$ cat src/rtl/freq_meter_pkg.sv
// Shared types and constants for the frequency meter: FSM state encoding,
// report frame layout and the frame byte selector.
package freq_meter_pkg;

    localparam int unsigned CNT_W     = 32;
    localparam int unsigned FRAME_LEN = 6;
    localparam logic [7:0]  FRAME_HDR = 8'hA5;

    typedef enum logic [2:0] {
        StIdle,
        StClear,
        StGate,
        StSettle,
        StLatch,
        StSend
    } state_e;

    // Byte idx of the report frame for a given count: header, count MSB..LSB, XOR check.
    function automatic logic [7:0] frame_byte(input logic [CNT_W-1:0] count,
                                              input logic [2:0]       idx);
        logic [7:0] b;
        case (idx)
            3'd0:    b = FRAME_HDR;
            3'd1:    b = count[31:24];
            3'd2:    b = count[23:16];
            3'd3:    b = count[15:8];
            3'd4:    b = count[7:0];
            3'd5:    b = count[31:24] ^ count[23:16] ^ count[15:8] ^ count[7:0];
            default: b = 8'h00;
        endcase
        return b;
    endfunction

endpackage

$ cat src/rtl/freq_meas_sequencer_if.sv
// Edge-counter control and UART TX byte handshake between the measurement
// sequencer (master) and its counter/transmitter peers (slave).
interface freq_meas_sequencer_if;
    import freq_meter_pkg::*;

    logic             cnt_clr;
    logic             cnt_en;
    logic [CNT_W-1:0] cnt_val;
    logic [7:0]       tx_data;
    logic             tx_valid;
    logic             tx_ready;

    modport master (
        output cnt_clr, cnt_en, tx_data, tx_valid,
        input  cnt_val, tx_ready
    );

    modport slave (
        input  cnt_clr, cnt_en, tx_data, tx_valid,
        output cnt_val, tx_ready
    );

endinterface

$ cat src/rtl/freq_meas_sequencer_report_framer.sv
// Holds the latched count and streams the 6-byte report frame over a
// valid/ready byte port; last_o flags the transfer of the final byte.
module report_framer
    import freq_meter_pkg::*;
(
    input  logic             clk,
    input  logic             rst,
    input  logic             load_i,
    input  logic [CNT_W-1:0] count_i,
    output logic [7:0]       tx_data_o,
    output logic             tx_valid_o,
    input  logic             tx_ready_i,
    output logic             last_o
);

    localparam logic [2:0] LastIdx = 3'(FRAME_LEN - 1);

    logic [CNT_W-1:0] count_q;
    logic [2:0]       idx_q;
    logic [7:0]       data_q;
    logic             valid_q;
    logic             xfer;

    assign xfer = valid_q & tx_ready_i;

    always_ff @(posedge clk) begin
        if (rst) begin
            count_q <= '0;
            idx_q   <= '0;
            data_q  <= '0;
            valid_q <= 1'b0;
        end else if (load_i) begin
            count_q <= count_i;
            idx_q   <= '0;
            data_q  <= FRAME_HDR;
            valid_q <= 1'b1;
        end else if (xfer) begin
            if (idx_q == LastIdx) begin
                valid_q <= 1'b0;
            end else begin
                idx_q  <= idx_q + 3'd1;
                data_q <= frame_byte(count_q, idx_q + 3'd1);
            end
        end
    end

    assign tx_data_o  = data_q;
    assign tx_valid_o = valid_q;
    assign last_o     = xfer && (idx_q == LastIdx);

endmodule

$ cat src/rtl/freq_meas_sequencer.sv
// Gate-window measurement sequencer: clear, gate, settle and latch the edge
// counter, then hand the latched count to the report framer.
module freq_meas_sequencer
    import freq_meter_pkg::*;
#(
    parameter int unsigned GATE_CYCLES   = 50_000_000,
    parameter int unsigned SETTLE_CYCLES = 4,
    parameter bit          AUTO_RESTART  = 1'b1
) (
    input  logic                  clk,
    input  logic                  rst,
    input  logic                  start_i,
    freq_meas_sequencer_if.master bus_io,
    output logic [CNT_W-1:0]      freq_hz_o,
    output logic                  meas_done_o,
    output logic                  busy_o
);

    localparam logic [CNT_W-1:0] GateLast   = CNT_W'(GATE_CYCLES - 1);
    localparam logic [7:0]       SettleLast = 8'(SETTLE_CYCLES - 1);

    state_e           state_q;
    logic [CNT_W-1:0] gate_cnt_q;
    logic [7:0]       settle_cnt_q;
    logic             cnt_clr_q;
    logic             cnt_en_q;
    logic [CNT_W-1:0] freq_q;
    logic             done_q;
    logic             busy_q;
    logic             frame_last;

    always_ff @(posedge clk) begin
        if (rst) begin
            state_q      <= StIdle;
            gate_cnt_q   <= '0;
            settle_cnt_q <= '0;
            cnt_clr_q    <= 1'b0;
            cnt_en_q     <= 1'b0;
            freq_q       <= '0;
            done_q       <= 1'b0;
            busy_q       <= 1'b0;
        end else begin
            cnt_clr_q <= 1'b0;
            done_q    <= 1'b0;
            case (state_q)
                StIdle: begin
                    if (start_i) begin
                        state_q   <= StClear;
                        cnt_clr_q <= 1'b1;
                        busy_q    <= 1'b1;
                    end
                end
                StClear: begin
                    state_q    <= StGate;
                    cnt_en_q   <= 1'b1;
                    gate_cnt_q <= '0;
                end
                StGate: begin
                    if (gate_cnt_q == GateLast) begin
                        state_q      <= StSettle;
                        cnt_en_q     <= 1'b0;
                        settle_cnt_q <= '0;
                    end else begin
                        gate_cnt_q <= gate_cnt_q + 1'b1;
                    end
                end
                StSettle: begin
                    // Count is sampled here so freq_hz and meas_done land together.
                    if (settle_cnt_q == SettleLast) begin
                        state_q <= StLatch;
                        freq_q  <= bus_io.cnt_val;
                        done_q  <= 1'b1;
                    end else begin
                        settle_cnt_q <= settle_cnt_q + 8'd1;
                    end
                end
                StLatch: begin
                    state_q <= StSend;
                end
                StSend: begin
                    if (frame_last) begin
                        if (AUTO_RESTART) begin
                            state_q   <= StClear;
                            cnt_clr_q <= 1'b1;
                        end else begin
                            state_q <= StIdle;
                            busy_q  <= 1'b0;
                        end
                    end
                end
                default: begin
                    state_q <= StIdle;
                    busy_q  <= 1'b0;
                end
            endcase
        end
    end

    report_framer u_framer (
        .clk        (clk),
        .rst        (rst),
        .load_i     (state_q == StLatch),
        .count_i    (freq_q),
        .tx_data_o  (bus_io.tx_data),
        .tx_valid_o (bus_io.tx_valid),
        .tx_ready_i (bus_io.tx_ready),
        .last_o     (frame_last)
    );

    assign bus_io.cnt_clr = cnt_clr_q;
    assign bus_io.cnt_en  = cnt_en_q;
    assign freq_hz_o      = freq_q;
    assign meas_done_o    = done_q;
    assign busy_o         = busy_q;

endmodule

$ cat src/flat_wrapper.sv
// flat-port wrapper written by rule: the top's interface ports become plain ports
module freq_meas_sequencer_flat import freq_meter_pkg::*;
#(
    parameter int unsigned GATE_CYCLES   = 50_000_000,
    parameter int unsigned SETTLE_CYCLES = 4,
    parameter bit          AUTO_RESTART  = 1'b1
)
  (clk, rst, start_i, freq_hz_o, meas_done_o, busy_o, bus_io_cnt_clr, bus_io_cnt_en, bus_io_tx_data, bus_io_tx_valid, bus_io_cnt_val, bus_io_tx_ready);
  freq_meas_sequencer_if bus_io_i ();
  input  logic clk;
  input  logic rst;
  input  logic start_i;
  output logic [CNT_W-1:0] freq_hz_o;
  output logic meas_done_o;
  output logic busy_o;
  output wire logic [$bits(bus_io_i.cnt_clr)-1:0] bus_io_cnt_clr;
  output wire logic [$bits(bus_io_i.cnt_en)-1:0] bus_io_cnt_en;
  output wire logic [$bits(bus_io_i.tx_data)-1:0] bus_io_tx_data;
  output wire logic [$bits(bus_io_i.tx_valid)-1:0] bus_io_tx_valid;
  input wire logic [$bits(bus_io_i.cnt_val)-1:0] bus_io_cnt_val;
  input wire logic [$bits(bus_io_i.tx_ready)-1:0] bus_io_tx_ready;
  assign bus_io_cnt_clr = bus_io_i.cnt_clr;
  assign bus_io_cnt_en = bus_io_i.cnt_en;
  assign bus_io_tx_data = bus_io_i.tx_data;
  assign bus_io_tx_valid = bus_io_i.tx_valid;
  assign bus_io_i.cnt_val = bus_io_cnt_val;
  assign bus_io_i.tx_ready = bus_io_tx_ready;
  freq_meas_sequencer #(.GATE_CYCLES(GATE_CYCLES), .SETTLE_CYCLES(SETTLE_CYCLES), .AUTO_RESTART(AUTO_RESTART)) u_core (.clk(clk), .rst(rst), .start_i(start_i), .bus_io(bus_io_i), .freq_hz_o(freq_hz_o), .meas_done_o(meas_done_o), .busy_o(busy_o));
endmodule
$ cat config.mk
export PLATFORM = sky130hd
export DESIGN_NAME = freq_meas_sequencer_flat
export DESIGN_NICKNAME = d
export VERILOG_FILES = /design/src/rtl/freq_meter_pkg.sv /design/src/rtl/freq_meas_sequencer_if.sv /design/src/rtl/freq_meas_sequencer_report_framer.sv /design/src/rtl/freq_meas_sequencer.sv /design/src/flat_wrapper.sv
export SDC_FILE = /design/constraint.sdc
export NUM_CORES = 1
export LEC_CHECK = 0
export CORE_ASPECT_RATIO = 2
export CORE_MARGIN = 2
export CORE_UTILIZATION = 35
export DETAILED_ROUTE_END_ITERATION = 10
export PLACE_DENSITY = 0.63
export SLEW_MARGIN = 20
export SYNTH_ARGS = -nofsm -noshare
export SYNTH_HDL_FRONTEND = slang
export SYNTH_SLANG_ARGS = --single-unit
$ cat constraint.sdc
create_clock -name clk -period 5.77 [get_ports clk]
set_input_delay 0.577 -clock clk [delete_from_list [all_inputs] [get_ports clk]]
set_output_delay 0.577 -clock clk [all_outputs]
set_load 0.02 [all_outputs]
# Word level (Yosys, flattened, before mapping)
# Index checks and enable logic that the tools add are counted.
# W data, S select, Z words.
[word_totals]
reg_bits = 123
inputBits = 36
word_cells = 87
[op_classes]
add_sub_neg = 3
n_eq_ne = 20
n_mux = 25
n_bitwise = 7
reduce_logical = 19
[op_table]
columns = ["op", "count"]
rows = [
  ["$pmux W32 S2", 1],
  ["$pmux W8 S6", 1],
  ["$mux W8", 5],
  ["$add A32 B1 Y32 const B", 1],
  ["$eq A32 B26 Y1 const B", 1],
  ["$mux W32", 1],
  ["$xor A8 B8 Y8", 3],
  ["$pmux W3 S6", 1],
  ["$pmux W8 S2", 1],
  ["$eq A3 B3 Y1 const B", 5],
  ["$reduce_and A2 Y1", 7],
  ["$eq A3 B2 Y1 const B", 4],
  ["$mux W3", 4],
  ["$add A8 B1 Y8 const B", 1],
  ["$eq A8 B2 Y1 const B", 1],
  ["$mux W1", 8],
  ["$ne A2 B2 Y1 const B", 4],
  ["$reduce_bool A2 Y1", 4],
  ["$eq A3 B1 Y1 const B", 2],
  ["$logic_not A3 Y1", 2],
  ["$ne A2 B1 Y1 const B", 3],
  ["$pmux W1 S2", 3],
  ["$reduce_or A5 Y1", 1],
  ["$reduce_and A4 Y1", 1],
  ["other kinds (6)", 9],
]

# Logic depth before layout (Yosys ltp)
[depth]
depth_word = 7
depth_mapped = 9

# Hierarchy
# Synthesis repeated with hierarchy kept, for this count alone.
[unflattened]
hier_cells = 684
hier_area_um2 = 5905.7
[modules_own_cells]
columns = ["mod", "n_inst", "cells_per_inst", "area_each_um2", "seq_area_each_um2"]
rows = [
  ["freq_meas_sequencer", 1, 453, 3694.8, 1581.5],
  ["report_framer", 1, 231, 2210.9, 880.8],
]

# Worst setup path after synthesis
# Ideal clock, no wire load.
[synth_timing]
path_kind = "flip-flop to flip-flop"
from = "register u_core.gate_cnt_q[26]"
to = "register u_core.gate_cnt_q[23]"
arrival_time_ns = 2.199
required_ns = 5.643
slack_ns = 3.444
stages_incl_launch_ff = 9
period_less_slack_ns = 2.326
path_cell_list = "dfxtp_1 -> or4_1 -> or4_1 -> buf_2 -> o31ai_2 -> buf_6 -> nor3_1 -> xnor2_1 -> nor2_1"
[synth_between]
elab_chain_len = 3
[synth_lines]
columns = ["item", "line", "source"]
rows = [
  ["start, declared", "freq_meas_sequencer.sv:23", "logic [CNT_W-1:0] gate_cnt_q;"],
  ["start signal, assigned", "freq_meas_sequencer.sv:64", "gate_cnt_q <= gate_cnt_q + 1'b1;"],
  ["$eq A32 B26 Y1", "freq_meas_sequencer.sv:59", "if (gate_cnt_q == GateLast) begin"],
  ["$ne A2 B2 Y1 (no source line)", "-", ""],
  ["$reduce_and A2 Y1 (no source line)", "-", ""],
]
# No other way between the ends.
# A chain may end at the register's enable or synchronous reset.

# Worst setup path after layout
[layout_timing]
from = "register u_core.gate_cnt_q[26]"
to = "register u_core.gate_cnt_q[31]"
[layout_between]
elab_chain_len = 3
[layout_lines]
columns = ["item", "line"]
rows = [
  ["$add A32 B1 Y32 or $eq A32 B26 Y1 (tied branches)", "freq_meas_sequencer.sv:64, freq_meas_sequencer.sv:59"],
  ["$mux W32 or $ne A2 B2 Y1 (tied branches)", "-"],
  ["$pmux W32 S2 or $reduce_and A2 Y1 (tied branches)", "-"],
]
# Parallel ways exist; a longest one is shown, timed or not. The select of a mux whose other input is x is not followed.

==> results.sh <==
export IMPL_fin_nets=783
export IMPL_final_cell_mix="sky130_fd_sc_hd__nand2_1 (165), sky130_fd_sc_hd__dfxtp_1 (123), sky130_fd_sc_hd__a21oi_1 (91), sky130_fd_sc_hd__clkdlybuf4s50_1 (79), sky130_fd_sc_hd__nor2_1 (50)"
export IMPL_worst_hold_path_num_cells=1
export IMPL_netlist_top_cells_area="sky130_fd_sc_hd__dfxtp_1 (45%), sky130_fd_sc_hd__nand2_1 (11%), sky130_fd_sc_hd__a21oi_1 (8.3%), sky130_fd_sc_hd__xnor2_1 (6.4%), sky130_fd_sc_hd__nor2_1 (3.4%)"
export IMPL_first_pass_grt_wire_length_um=23400
export IMPL_post_synth_num_cell_types=55
export IMPL_numCtsBuffers=17
export IMPL_post_drt_wl_per_cell_um=14.8
export IMPL_post_route_period_util_pct=52.3
export IMPL_setup_worst_path_class="flip-flop to flip-flop"
export IMPL_synth_ff_type="sky130_fd_sc_hd__dfxtp_1"
export IMPL_area_growth_pct=27.2
export IMPL_timing_rr_start="u_core.gate_cnt_q[26]"
export IMPL_floorplan_die_height_um=181
export IMPL_vias_in_the_first_global_route=4740
export IMPL_yosysWarnings=0
export IMPL_mostFrequentLayoutCell="sky130_fd_sc_hd__nand2_1"
export IMPL_max_clock_freq_mhz=332
export IMPL_ios=81
export IMPL_synth_enable_flop_cells=0
export IMPL_instances_no_fill=950
export IMPL_grt_setup_unrepaired="false"
export IMPL_clock_skew_ns=0.00918
export IMPL_status="finished clean"
export IMPL_startpoint_of_the_most_critical_setup_path="u_core.gate_cnt_q[26]"
export IMPL_synth_top_cell_by_area="sky130_fd_sc_hd__dfxtp_1"
export IMPL_synthesis_nets=721
export IMPL_grt_util_met2_pct=33.3
export IMPL_route_vias_total=4843
export IMPL_floorplan_rows=64
export IMPL_place_congestion=0.794
export IMPL_worst_hold_startpoint="u_core.u_framer.tx_data_o[3]"
export IMPL_synthCells=678
export IMPL_cts_tree="yes"
export IMPL_fraction_of_layout_instances_using_a_drive_strength_above_1_pct=6.38
export IMPL_grt_most_used_layer="met2"
export IMPL_grt_ovfl_total=0
export IMPL_worst_ep_required_time_ns=6.02
export IMPL_detail_route_first_pass_iterations=5
export IMPL_ant_nets=0
export IMPL_io_buffers=80
export IMPL_h_tree_depth=4
export IMPL_post_place_cells=919
export IMPL_crit_path_max_fanout=15
export IMPL_route_detailed_vias_per_inst=5.10
export IMPL_insertion_delay_ns=0.41
export IMPL_horizontal_die_dimension_um=92.6
export IMPL_relSlewSlack_pct=29.6
export IMPL_post_dp_hpwl_um=10100
export IMPL_grt_start_max_net_pins=78
export IMPL_globalRouteMet3Util_pct=3.67
export IMPL_post_synth_top_area_fraction_pct=44.8
export IMPL_initial_core_util_pct=35.9
export IMPL_finalSetupTns_ns=0
export IMPL_irDropWorstVdd_uv=224
export IMPL_post_cts_resized_instances=0
export IMPL_cts_root_buf="sky130_fd_sc_hd__clkbuf_16"
export IMPL_max_cap_viol_count=0
export IMPL_design_core_area_sq_um=15300
export IMPL_clock_tree_buffer_depth=2
export IMPL_die_area_sq_um=16800
export IMPL_min_period_ns=3.02
export IMPL_cts_hold_fix_buffers=0
export IMPL_initial_drt_markers=217
export IMPL_arrival_ns=3.27
export IMPL_synth_area_per_cell_sq_um=8.11
export IMPL_syn_cell_area_sq_um=5500
export IMPL_worstSetupStartpointType="flip-flop"
export IMPL_finalWirelength_um=14000
export IMPL_ys_ff_latch=123
export IMPL_reg2reg_depth=6
export IMPL_grt_total_usage_pct=17.4
export IMPL_slew_viols_final=0
export IMPL_cts_repair_timing_setup_buffer_count=0
export IMPL_yosysSeqAreaShare_pct=44.8
export IMPL_drc_errors=0
export IMPL_power_per_cell_area_nw_per_um2=293
export IMPL_n_antenna_cell=0
export IMPL_antenna_found_initial=0
export IMPL_worstMarginPinSlew_ns=1.05
export IMPL_hold_violations_final=0
export IMPL_cts_num_sinks=123
export IMPL_asyncSetResetFlopFracSynth_pct=0
export IMPL_leakagePower_nw=2.29
export IMPL_worst_hold_path_type="flip-flop to flip-flop"
export IMPL_critical_path_endpoint_type="flip-flop"
export IMPL_clkSlewWorstSetupHoldPaths_ns=0.05
export IMPL_final_setup_viol_count=0
export IMPL_final_fill_count=1507
export IMPL_groute_layer_met1_usage_pct=17.6
worst paths after layout:
check / endpoint / slack [ns]
setup reg to reg: u_core.gate_cnt_q[31] / 2.75
hold reg to reg: u_core.u_framer.tx_data_o[3] / 0.47
setup / recovery: u_core.gate_cnt_q[31] / 2.75
hold / removal: u_core.u_framer.tx_data_o[3] / 0.47
registers in the layout, indices dropped and copies added (netlist names):
signal and cells:
u_core.settle_cnt_q 8, u_core.state_q 3, u_core.freq_hz_o 32, u_core.busy_o 1, u_core.bus_io.cnt_clr 1, u_core.u_framer.idx_q 3, u_core.meas_done_o 1, u_core.bus_io.cnt_en 1
u_core.gate_cnt_q 32, u_core.u_framer.tx_data_o 8, u_core.u_framer.tx_valid_o 1, u_core.u_framer.count_q 32
layout make-up:
cell class / instances / area, sq um / share of cell area (%)
inverters: 11 / 41.3 / 0.591
multi-input cells: 504 / 2840 / 40.6
well taps: 198 / 248 / 3.54
clock inverters: 12 / 140 / 2.00
flip-flops and latches: 123 / 2460 / 35.2
clock buffers: 19 / 443 / 6.34
repair buffers: 83 / 818 / 11.7
power by group:
part | internal (mW) | leakage [nW] | switching [mW]
Clock | 0.649 | 0.276 | 0.396
Combinational | 0.0508 | 1.02 | 0.0771
Sequential | 0.860 | 0.992 | 0.0128
synthesized netlist by cell type, types with 2 or more instances:
library cell and n:
sky130_fd_sc_hd__or4_1 5, sky130_fd_sc_hd__o211ai_1 3, sky130_fd_sc_hd__and2_1 4, sky130_fd_sc_hd__nand2_1 166
sky130_fd_sc_hd__nor3b_1 2, sky130_fd_sc_hd__or3_1 5, sky130_fd_sc_hd__a222oi_1 8, sky130_fd_sc_hd__dfxtp_1 123
sky130_fd_sc_hd__o221ai_1 4, sky130_fd_sc_hd__clkbuf_1 33, sky130_fd_sc_hd__a21o_1 5, sky130_fd_sc_hd__and4_1 3
sky130_fd_sc_hd__and3_1 7, sky130_fd_sc_hd__nor4b_1 2, sky130_fd_sc_hd__xnor2_1 40, sky130_fd_sc_hd__o21bai_1 2
sky130_fd_sc_hd__nor4_1 5, sky130_fd_sc_hd__a211oi_1 2, sky130_fd_sc_hd__a21oi_1 91, sky130_fd_sc_hd__a2111oi_0 4
sky130_fd_sc_hd__nor2_1 50, sky130_fd_sc_hd__xor2_1 14, sky130_fd_sc_hd__nor3_1 14, sky130_fd_sc_hd__o311ai_0 4
sky130_fd_sc_hd__nand3_1 10, sky130_fd_sc_hd__o21ai_0 13, sky130_fd_sc_hd__a32o_1 4, sky130_fd_sc_hd__nand4_1 5
sky130_fd_sc_hd__o22ai_1 4, sky130_fd_sc_hd__inv_1 11, sky130_fd_sc_hd__ha_1 7, sky130_fd_sc_hd__nand2b_1 2
sky130_fd_sc_hd__buf_2 4
stage by stage:
stage,total power [mW],instance area (sq um),hold slack [ns],setup WS (ns),util [%]
CTS,2.07,6980,0.476,2.68,45.6
detailed placement,1.02,6400,0.465,2.68,41.8
global route,2.12,6990,0.494,2.54,45.7
floorplan,0.968,5500,0.447,3.44,-
global placement,1.02,6400,0.455,2.72,41.8
finish,2.05,6990,0.473,2.75,45.7
critical path, stage by stage, from the launching register on:
cell                      delay (ns)
sky130_fd_sc_hd__dfxtp_1        0.33
sky130_fd_sc_hd__or4_1          0.50
sky130_fd_sc_hd__or4_1          0.65
sky130_fd_sc_hd__o31ai_2        0.92
sky130_fd_sc_hd__or4_1          0.24
sky130_fd_sc_hd__xor2_1         0.17
sky130_fd_sc_hd__nor2_1         0.05
cells by family after synthesis:
group | synth area share, %
mux | 0.387
xor+xnor | 8.60
fa+ha+maj | 1.59
compound gates | 17.3
simple gates | 23.5
flops | 44.8
buf+inv | 3.73
routing by layer:
layer | share of wire [%] | routed length, um
met4 | 2.9 | 404
met3 | 2.6 | 363
met1 | 36 | 5060
met5 | 0 | 0
met2 | 59 | 8210
No activity file was read; power rests on OpenSTA's default activity.
